File: src/rtl/if_prefetch_stage.sv
// Instruction-fetch prefetch stage: owns the fetch PC and issues one request
// at a time to a variable-latency instruction memory. Returned {pc, inst}
// pairs are buffered in a small FIFO that feeds the IF/ID register.
// A Branch (EXE) or Jump (ID) redirect flushes the FIFO. It also turns any
// in-flight response into a discard.
module if_prefetch_stage #(
    parameter logic [31:0] RESET_PC = 32'h0000_0000,
    parameter int unsigned DEPTH    = 4
) (
    input  logic        CLK,
    input  logic        Reset,
    input  logic        stall,
    input  logic        Branch,
    input  logic [31:0] EXE_bpc,
    input  logic        Jump,
    input  logic [31:0] ID_jpc,
    output logic        imem_req,
    output logic [31:0] imem_addr,
    input  logic        imem_ack,
    input  logic [31:0] imem_rdata,
    output logic [31:0] IF_Inst,
    output logic [31:0] IF_PC,
    output logic        IF_Valid
);

    localparam int unsigned PTR_W = (DEPTH > 1) ? $clog2(DEPTH) : 1;
    localparam int unsigned CNT_W = $clog2(DEPTH + 1);

    typedef enum logic [1:0] {
        S_IDLE    = 2'd0,
        S_WAIT    = 2'd1,
        S_DISCARD = 2'd2
    } fetch_state_e;

    fetch_state_e     state_q, state_d;
    logic [31:0]      fetch_pc_q, fetch_pc_d;
    logic [CNT_W-1:0] count_q, count_d;
    logic [PTR_W-1:0] rd_ptr_q, rd_ptr_d;
    logic [PTR_W-1:0] wr_ptr_q, wr_ptr_d;
    logic [31:0]      pc_mem_q   [DEPTH];
    logic [31:0]      inst_mem_q [DEPTH];

    logic        redir_s;
    logic [31:0] target_s;
    logic        space_s;
    logic        req_s;
    logic        push_s;
    logic        valid_s;
    logic        pop_s;

    // Request, push/pop and redirect decode. Branch beats Jump because it
    // belongs to the older instruction. The space check deliberately uses
    // the pre-pop count so a full FIFO can never be overrun.
    always_comb begin
        redir_s  = Branch | Jump;
        target_s = Branch ? EXE_bpc : ID_jpc;
        space_s  = (count_q < CNT_W'(DEPTH));
        req_s    = (state_q == S_IDLE) && !redir_s && space_s;
        push_s   = (state_q == S_WAIT) && imem_ack && !redir_s;
        valid_s  = (count_q != {CNT_W{1'b0}}) && !redir_s;
        pop_s    = valid_s && !stall;
    end

    // Next-state logic for the fetch FSM, fetch PC and FIFO bookkeeping.
    always_comb begin
        state_d    = state_q;
        fetch_pc_d = fetch_pc_q;
        count_d    = count_q;
        rd_ptr_d   = rd_ptr_q;
        wr_ptr_d   = wr_ptr_q;

        case (state_q)
            S_IDLE: begin
                if (req_s) begin
                    state_d = S_WAIT;
                end else begin
                    state_d = S_IDLE;
                end
            end
            S_WAIT: begin
                if (imem_ack) begin
                    state_d = S_IDLE;
                end else if (redir_s) begin
                    state_d = S_DISCARD;
                end else begin
                    state_d = S_WAIT;
                end
            end
            S_DISCARD: begin
                if (imem_ack) begin
                    state_d = S_IDLE;
                end else begin
                    state_d = S_DISCARD;
                end
            end
            default: begin
                state_d = S_IDLE;
            end
        endcase

        if (redir_s) begin
            fetch_pc_d = target_s;
            count_d    = {CNT_W{1'b0}};
            rd_ptr_d   = {PTR_W{1'b0}};
            wr_ptr_d   = {PTR_W{1'b0}};
        end else begin
            if (push_s) begin
                fetch_pc_d = fetch_pc_q + 32'd4;
                wr_ptr_d   = wr_ptr_q + PTR_W'(1);
            end else begin
                fetch_pc_d = fetch_pc_q;
                wr_ptr_d   = wr_ptr_q;
            end
            if (pop_s) begin
                rd_ptr_d = rd_ptr_q + PTR_W'(1);
            end else begin
                rd_ptr_d = rd_ptr_q;
            end
            if (push_s && !pop_s) begin
                count_d = count_q + CNT_W'(1);
            end else if (!push_s && pop_s) begin
                count_d = count_q - CNT_W'(1);
            end else begin
                count_d = count_q;
            end
        end
    end

    // Control state registers with asynchronous reset.
    always_ff @(posedge CLK or posedge Reset) begin
        if (Reset) begin
            state_q    <= S_IDLE;
            fetch_pc_q <= RESET_PC;
            count_q    <= {CNT_W{1'b0}};
            rd_ptr_q   <= {PTR_W{1'b0}};
            wr_ptr_q   <= {PTR_W{1'b0}};
        end else begin
            state_q    <= state_d;
            fetch_pc_q <= fetch_pc_d;
            count_q    <= count_d;
            rd_ptr_q   <= rd_ptr_d;
            wr_ptr_q   <= wr_ptr_d;
        end
    end

    // FIFO payload storage; contents are qualified by count, so no reset.
    always_ff @(posedge CLK) begin
        if (push_s) begin
            pc_mem_q[wr_ptr_q]   <= fetch_pc_q;
            inst_mem_q[wr_ptr_q] <= imem_rdata;
        end
    end

    // Outputs: requests are masked during reset; invalid head reads as a nop.
    always_comb begin
        imem_req  = req_s && !Reset;
        imem_addr = {fetch_pc_q[31:2], 2'b00};
        IF_Valid  = valid_s;
        if (valid_s) begin
            IF_PC   = pc_mem_q[rd_ptr_q];
            IF_Inst = inst_mem_q[rd_ptr_q];
        end else begin
            IF_PC   = 32'h0000_0000;
            IF_Inst = 32'h0000_0000;
        end
    end

endmodule

File: config.mk
export PLATFORM = sky130hd
export DESIGN_NAME = if_prefetch_stage
export DESIGN_NICKNAME = d
export VERILOG_FILES = /design/src/rtl/if_prefetch_stage.sv
export SDC_FILE = /design/constraint.sdc
export NUM_CORES = 1
export LEC_CHECK = 0
export CORE_MARGIN = 4
export CORE_UTILIZATION = 58
export CTS_BUF_LIST = sky130_fd_sc_hd__clkbuf_16
export DETAILED_ROUTE_END_ITERATION = 7
export HOLD_SLACK_MARGIN = 0.06
export PLACE_DENSITY = 0.9
export SETUP_SLACK_MARGIN = 0.02
export SYNTH_ARGS = -nofsm -noshare
export SYNTH_HDL_FRONTEND = slang
export SYNTH_SLANG_ARGS = --single-unit
File: constraint.sdc
create_clock -name CLK -period 5.1 [get_ports CLK]
set_input_delay 1.53 -clock CLK [delete_from_list [all_inputs] [get_ports CLK]]
set_output_delay 1.53 -clock CLK [all_outputs]
set_load 0.01 [all_outputs]
==> impl_metrics.yaml <==
finish:
  multiInputGateArea_um2: 3560
  regArea_um2: 8720
  area_delta_synth_final_pct: 24.2
  design_area_um2: 15800
  fillerInstances: 1285
  final_cell_mix: "edfxtp_1, clkdlybuf4s50_1, and2_1"
  drive_gt1_share_pct: 15.1
  nets: 1049
  final_common_cell: "edfxtp_1"
  num_antenna_cells: 0
global_routing:
  overflow: 0
  gr-usage-all-layers_pct: 23.0
  grt_max_degree: 69
  grt_pass1_vias: 7642
  antenna_found_initial: 0
  grt_pass1_wl_um: 43500
worst_setup_path:
  arrival_ns: 3.44
  critPathKind: "in -> out"
  path_cells: "clkdlybuf4s50_1 -> or2_2 -> nor2_4 -> buf_4 -> and2_1 -> clkdlybuf4s50_1"
  crit_path_end_kind: "output port"
  slowest_stage: "clkdlybuf4s50_1"
  worst-path-buf-inv: 3
  cp.depth: 6
  cp.required_ns: 3.57
  path_delay_family: "buffers and inverters"
  cp_max_fo: 23
  slowest_delay_ns: 0.57
  r2r_cells: 4
  critPathMostFrequentCell: "clkdlybuf4s50_1"
  cp-start-kind: "input port"
place:
  placed_area_um2: 14900
  place.gp.congestion: 0.853
  dp_hpwl_um: 18000
  place_ws_ns: 0.115
  io_buffer_count: 197
hold_path:
  min_path_type: "reg -> reg"
  whs_path_depth: 2
synth:
  synth_ff_type: "edfxtp_1"
  synth_edf_count: 256
  ys_warn_count: 0
  synth_area_leaders: "edfxtp_1, mux4_2, dfrtp_1, and2_1, buf_4"
  synth-async-reset-ratio_pct: 13.8
  synth_top_area_share_pct: 60.5
  syn_area_per_cell_um2: 16.6
  yosysSeqAreaShare_pct: 68.5
  ys_seq_elements: 297
  yosysTopAreaCell: "edfxtp_1"
  synth_area_um2: 12700
  synthCells: 768
  netlist-cell-type-count: 53
floorplan:
  initial_utilization_pct: 59.7
  ios: 200
  die_w_um: 156
  core_um2: 21300
  die-area_um2: 24400
  die-height_um: 156
  rows: 53
sta:
  skew_ns: 0.0122
  finalCriticalPeriod_ns: 4.97
  slew-limit-headroom_pct: 34.9
  clock.fmax_mhz: 201
  fin_crit_sh_pct: 97.4
  setup_tns_ns: 0
  slew_viol_final: 0
  worst_pin_slew_ns: 0.976
  final_hold_viol_count: 0
  grt_setup_unrepaired: "false"
  finalWorstSetupSlack_ns: 0.132
  finalSetupViolCount: 0
clock_tree:
  cts_root_buf: "clkbuf_16"
  clk_pin_slew_ns: 0.06
  post_cts_buffers: 0
  cts_tree: "done"
  ctsResizeCount: 0
  worstSkewPairLatency_ns: 0.53
  cts_buffers: 29
  htreeDepth: 1
  clock-sinks: 297
  cts.path.max_buffers: 3
  hold_buffers: 0
power:
  p_clk_share_pct: 40.3
  p_comb_share_pct: 6.2
  pwr-share-seq_pct: 53.5
  switchingPower_mw: 1.07
  powerDensity_nw_per_um2: 327
  p_leak_nw: 5.19
  p_int_mw: 4.10
  p_sw_share_pct: 20.7
  peakVddDrop_uv: 195
drt:
  viasPerCell: 5.99
  postRouteAntennaNets: 0
  wl_per_cell_um: 22.2
  drtPass1Iterations: 6
  via_count: 7413
  route.detailed.drc: 0
  drt_iter0_drc: 565
  drt-total-wl_um: 27400
run_status:
  status: "complete, no violations"
job:
  max-cap-violations: 0
synth_stat cells, types with 6 or more instances:
| library cell | number |
|---|---|
| mux2i_1 | 12 |
| and3_1 | 6 |
| nor2_1 | 15 |
| and2_1 | 66 |
| inv_1 | 15 |
| clkbuf_1 | 34 |
| a211oi_1 | 19 |
| nor4_1 | 6 |
| mux4_2 | 64 |
| o21ai_0 | 9 |
| edfxtp_1 | 256 |
| dfrtp_1 | 41 |
| buf_4 | 32 |
| or4_1 | 11 |
| xnor2_1 | 11 |
| a31oi_1 | 12 |
| o31ai_1 | 13 |
| nand2_1 | 28 |
| nor2b_1 | 13 |
| a21oi_1 | 8 |
| nand3_1 | 11 |
| nor3_1 | 10 |
| nand4_1 | 11 |
cells by family (layout without fill, tap and decap cells):
logic type / count (synthesis) / count (layout) / share of synthesized area (%)
other cells: 1 / 2 / 0.0295
xor+xnor: 13 / 13 / 0.895
buf+inv: 92 / 285 / 3.77
fa+ha+maj: 6 / 6 / 0.649
simple gates: 207 / 207 / 9.68
compound gates: 75 / 75 / 4.08
flops: 297 / 297 / 68.5
mux: 77 / 77 / 12.4
metal layers:
metal  part of all wire [%]  GRT usage (%)  wire length [um]  vias up
met2                     52           39.9             14200      304
met3                    7.3           3.27              2000       40
li1                       -              -                 -     3328
met5                      0              0                 0        -
met4                    1.7           5.13               463        0
met1                     39           31.4             10800     3741
power groups by stage:
stage,registers [mW],logic (mW),clock network [mW]
after floorplan,2.78,0.168,0
after global placement,2.81,0.314,0
after detailed placement,2.81,0.322,0
after CTS,2.76,0.324,2.11
after global routing,2.77,0.347,2.23
final,2.76,0.322,2.08
worst paths after layout:
path | slack (ns) | from | endpoint
setup reg to reg | 2.58 | fetch_pc_q[7] | fetch_pc_q[30]
setup / recovery | 0.13 | Jump | IF_Inst[1]
hold reg to reg | 0.57 | count_q[1] | count_q[1]
max in group asynchronous | 3.19 | Reset | rd_ptr_q[0]
min in group asynchronous | 1.46 | Reset | count_q[0]
hold / removal | 0.57 | count_q[1] | count_q[1]
worst reg2reg max path, delay by kind of cell, from the launching register on:
| kind | cells | cell delay (ns) |
|---|---|---|
| compound gates | 1 | 0.20 |
| flops | 1 | 0.52 |
| simple gates | 3 | 1.72 |
layout make-up:
type	instances	area share (%)
multi-input cells	380	22.6
well taps	275	2.18
inverters	15	0.357
clock buffers	29	4.60
clock inverters	23	1.32
flip-flops and latches	297	55.2
repair buffers	218	13.8
flip-flops by register name, indices dropped and copies added (netlist names):
register	flops
fetch_pc_q	32
pc_mem_q	128
state_q	2
rd_ptr_q	2
wr_ptr_q	2
inst_mem_q	128
count_q	3
stage by stage:
| stage | util [%] | power (mW) | std cells | hold slack (ns) |
|---|---|---|---|---|
| 6_report | 74.2 | 5.17 | 1237 | 0.565 |
| 3_5_place_dp | 69.8 | 3.13 | 1185 | 0.548 |
| 2_1_floorplan | - | 2.95 | 769 | 0.475 |
| 3_3_place_gp | 69.8 | 3.12 | 1185 | 0.524 |
| 4_1_cts | 74.2 | 5.20 | 1237 | 0.563 |
| 5_1_grt | 74.2 | 5.35 | 1237 | 0.604 |
(Power assumes the default switching activity.)
